===== src/rtl/demod_decimator.sv =====
`default_nettype none
// ============================================================================
// Module   : demod_decimator
// Purpose  : Accumulate-and-dump decimator (block mean of DECIM samples) with
//            valid/ready output and sticky overflow flag.
//            Define DEMOD_DECIM_ROUND_EN for round-half-up; default truncates.
// Revision : 1.0 - initial release
// ============================================================================
module demod_decimator #(
   parameter int DECIM      = 8,
   parameter int LOG2_DECIM = 3
) (
   input  logic                  clk,
   input  logic                  reset_n,
   input  logic                  clk_enable,
   input  logic [31:0]           filter_input,
   input  logic                  sync,
   input  logic                  out_ready,
   input  logic                  ovf_clear,
   output logic                  out_valid,
   output logic [31:0]           decim_output,
   output logic                  overflow,
   output logic [LOG2_DECIM-1:0] phase
);

   localparam int                    ACC_W      = 32 + LOG2_DECIM;
   localparam logic [LOG2_DECIM-1:0] LAST_PHASE = LOG2_DECIM'(DECIM - 1);

   logic signed [ACC_W-1:0] acc;
   logic signed [ACC_W-1:0] sample_ext;
   logic signed [ACC_W-1:0] sum;
   logic        [31:0]      mean;
   logic                    dump;
   logic                    unused_bits;

   assign sample_ext = {{LOG2_DECIM{filter_input[31]}}, filter_input};
   // acc never holds more than DECIM-1 samples, so this add cannot wrap
   assign sum        = acc + sample_ext;
   assign dump       = clk_enable && !sync && (phase == LAST_PHASE);

`ifdef DEMOD_DECIM_ROUND_EN
   localparam logic signed [ACC_W:0] ROUND_BIAS = (ACC_W + 1)'(DECIM / 2);
   logic signed [ACC_W:0] rounded;

   assign rounded     = {sum[ACC_W-1], sum} + ROUND_BIAS;
   assign mean        = rounded[LOG2_DECIM +: 32];
   assign unused_bits = ^{rounded[ACC_W], rounded[LOG2_DECIM-1:0]};
`else
   assign mean        = sum[LOG2_DECIM +: 32];
   assign unused_bits = ^sum[LOG2_DECIM-1:0];
`endif

   always_ff @(posedge clk or negedge reset_n) begin
      if (!reset_n) begin
         acc          <= '0;
         phase        <= '0;
         out_valid    <= 1'b0;
         decim_output <= '0;
         overflow     <= 1'b0;
      end else begin
         if (sync) begin
            acc   <= '0;
            phase <= '0;
         end else if (clk_enable) begin
            if (dump) begin
               acc   <= '0;
               phase <= '0;
            end else begin
               acc   <= sum;
               phase <= phase + LOG2_DECIM'(1);
            end
         end

         if (dump) begin
            decim_output <= mean;
            out_valid    <= 1'b1;
         end else if (out_ready) begin
            out_valid    <= 1'b0;
         end

         // a pending result lost to the new one sets the flag; set beats clear
         if (dump && out_valid && !out_ready)
            overflow <= 1'b1;
         else if (ovf_clear)
            overflow <= 1'b0;
      end
   end

endmodule
`default_nettype wire


===== config.mk =====
export PLATFORM = sky130hd
export DESIGN_NAME = demod_decimator
export DESIGN_NICKNAME = d
export VERILOG_FILES = /design/src/rtl/demod_decimator.sv
export SDC_FILE = /design/constraint.sdc
export NUM_CORES = 1
export LEC_CHECK = 0
export ABC_CLOCK_PERIOD_IN_PS = 8200
export CAP_MARGIN = 15
export CORE_MARGIN = 5
export CORE_UTILIZATION = 45
export CTS_BUF_LIST = sky130_fd_sc_hd__clkbuf_4 sky130_fd_sc_hd__clkbuf_8
export CTS_CLUSTER_DIAMETER = 200
export DETAILED_ROUTE_END_ITERATION = 6
export PLACE_DENSITY = 0.69
export SYNTH_ARGS = -nofsm -noshare
export SYNTH_HDL_FRONTEND = slang
export SYNTH_SLANG_ARGS = --single-unit

===== constraint.sdc =====
create_clock -name clk -period 8.2 [get_ports clk]
set_clock_uncertainty 0.15 [all_clocks]
set_input_delay 0.82 -clock clk [delete_from_list [all_inputs] [get_ports clk]]
set_output_delay 0.82 -clock clk [all_outputs]
set_load 0.01 [all_outputs]

==> results.py <==
metrics = {
    "worst_setup_path": {
        "path_buf_inv": 1,
        "worstSetupEndpointType": "flop",
        "critical_path.max_stage_delay_ns": 0.43,
        "crit_arrival_ns": 3.66,
        "required_ns": 8.29,
        "cp_slowest_cell": "fa_1",
        "path_cells": "clkdlybuf4s50_1 -> ha_1 -> fa_1 -> a211oi_1 -> nor3_1 -> o21ai_2 -> o21ai_0 -> a21oi_1 -> xnor2_1 -> mux2_2",
        "cp_max_fo": 5,
        "cp-start-kind": "input pin",
        "critPathKind": "in -> reg",
        "crit_family": "compound AO/OA/AOI/OAI gates",
    },
    "die": {
        "initial_core_util_pct": 45.7,
        "ios": 75,
        "rows": 37,
        "fp.dieW_um": 112,
        "dieArea_um2": 12500,
        "dieHeight_um": 112,
        "core_area_um2": 10200,
    },
    "min_path": {
        "hp-class": "reg -> reg",
    },
    "yosys": {
        "yosys_warnings": 0,
        "synth_seq_cells": 72,
        "syn_avg_cell_area_um2": 9.32,
        "syn_area_um2": 4680,
        "ys_types": 63,
        "synth_cells": 502,
        "synth_edf_count": 0,
        "yosysSeqAreaShare_pct": 38.5,
        "async_flop_share_pct": 100,
        "synth_ff_type": "dfrtp_1",
        "syn_nets": 577,
    },
    "timing": {
        "fmax_mhz": 280,
        "max_slew.worst_pin.slew_ns": 0.896,
        "final_max_slew_viol_count": 0,
        "finalHoldViolCount": 0,
        "period_minus_slack_ns": 3.57,
        "slew_headroom_pct": 40.2,
        "finalSetupTns_ns": 0,
        "setup_ws_ns": 4.63,
        "setup_viol": 0,
        "rsz0062_at_grt": "no",
        "whs_ns": 0.327,
        "finalCritPeriodShare_pct": 43.5,
    },
    "routing": {
        "wire_per_inst_um": 16.8,
        "detailroute.via_count": 4086,
        "drt_wl_total_um": 11900,
        "drtPass1Iterations": 4,
        "ant_nets": 0,
        "drc": 0,
        "drt_iter0_markers": 224,
        "routed_via_density": 5.76,
    },
    "clock_network": {
        "cts_hold_buf": 0,
        "clk_pin_slew_ns": 0.08,
        "cts_buffer_depth": 2,
        "clock-root-buffer": "clkbuf_8",
        "post-cts-setup-buffers": 0,
        "clk_latency_ns": 0.36,
        "numClockSinks": 72,
        "cts-buffers-inserted": 9,
        "h-tree-depth": 3,
        "cts_tree": "built",
        "ctsResizeCount": 0,
    },
    "placement": {
        "portBuffers": 74,
        "place_ws_ns": 4.32,
        "dp.cells": 693,
        "gp_congestion": 0.934,
        "dpl_cell_area_um2": 5520,
        "hpwl_um": 8790,
    },
    "global_route": {
        "grt_pass1_wl_um": 19800,
        "antenna_found_initial": 0,
        "grt_usage_pct": 19.1,
        "grt_max_degree": 73,
        "grt_overflow": 0,
        "grt_pass1_vias": 4125,
    },
    "cells_and_area": {
        "fin_util_pct": 56.0,
        "instances_no_fill": 709,
        "mostFrequentLayoutCells": "nand2_1 (76), clkdlybuf4s50_1 (73), dfrtp_1 (72)",
        "syn2layout_area_growth_pct": 22.5,
        "layout-drive-gt1-share_pct": 8.38,
        "layout_commonest_cell": "nand2_1",
        "design_area_um2": 5730,
        "antennaDiodeCount": 0,
        "final_nets": 643,
    },
    "run_status": {
        "status": "complete, no violations",
    },
    "power": {
        "ir_worst_vdd_uv": 89.2,
        "finalPower_mw": 1.09,
        "p_leak_nw": 2.63,
        "powerDensity_nw_per_um2": 191,
    },
    "run": {
        "cap_violations": 0,
    },
}
state kept, by name, summed over array words and instances (netlist names):
signal and count:
overflow 1, acc 35, phase 3, decim_output 32, out_valid 1
final timing paths:
kind                                  from                to  slack, ns  depth (start not counted)
max reg2reg                         acc[0]  decim_output[23]       5.14                          9
max                        filter_input[0]  decim_output[23]       4.63                         10
min in group asynchronous          reset_n   decim_output[1]       0.44                          1
max in group asynchronous          reset_n           acc[18]       6.88                          1
min                        decim_output[9]   decim_output[9]       0.33                          2
min reg2reg                decim_output[9]   decim_output[9]       0.33                          2
tightest hold or removal path: stages, from the launching register on:
cell,delay (ns)
dfrtp_1,0.35
nand2_1,0.05
nand2_1,0.05
per-layer routing:
metal / wire, µm / global-route usage (%)
met5: 0 / 0
met4: 174 / 5.21
met3: 409 / 3.32
met2: 5760 / 32.3
met1: 5560 / 25.4
where the power goes:
group / switching (mW) / total (mW) / internal (mW)
logic: 0.232 / 0.395 / 0.163
clock network: 0.145 / 0.295 / 0.150
registers: 0.0180 / 0.401 / 0.383
total: 0.395 / 1.09 / 0.696
area by class of cell:
cell class                      instances  area (µm²)
Clock buffer                           10         138
Sequential cell                        72        1800
Tap cell                              136         170
Multi-Input combinational cell        398        2750
Inverter                                9        33.8
Fill cell                             924        4500
Clock inverter                          6        67.6
Timing Repair Buffer                   78         768
cell usage after synthesis, drive strengths merged (12+ instances only):
master	instances	area [µm²]
nand2	76	285
o21ai	37	189
a21oi	31	155
dfrtp	72	1800
mux2	12	135
nor2	23	86.3
a22o	23	203
nor3	13	65.1
clkbuf	17	65.1
ha	36	450
xnor2	19	166
logic make-up (layout without fill, tap and decap cells):
group,count (synthesis),after routing,synth area share [%]
buffers and inverters,32,103,2.86
XOR/XNOR,30,30,5.62
multiplexers,15,15,3.53
flip-flops,72,72,38.5
adder cells (fa/ha/maj),37,37,10.1
AO/OA/AOI/OAI,154,154,23.0
AND/OR/NAND/NOR,162,162,16.4
No activity file was read; power rests on OpenSTA's default activity.
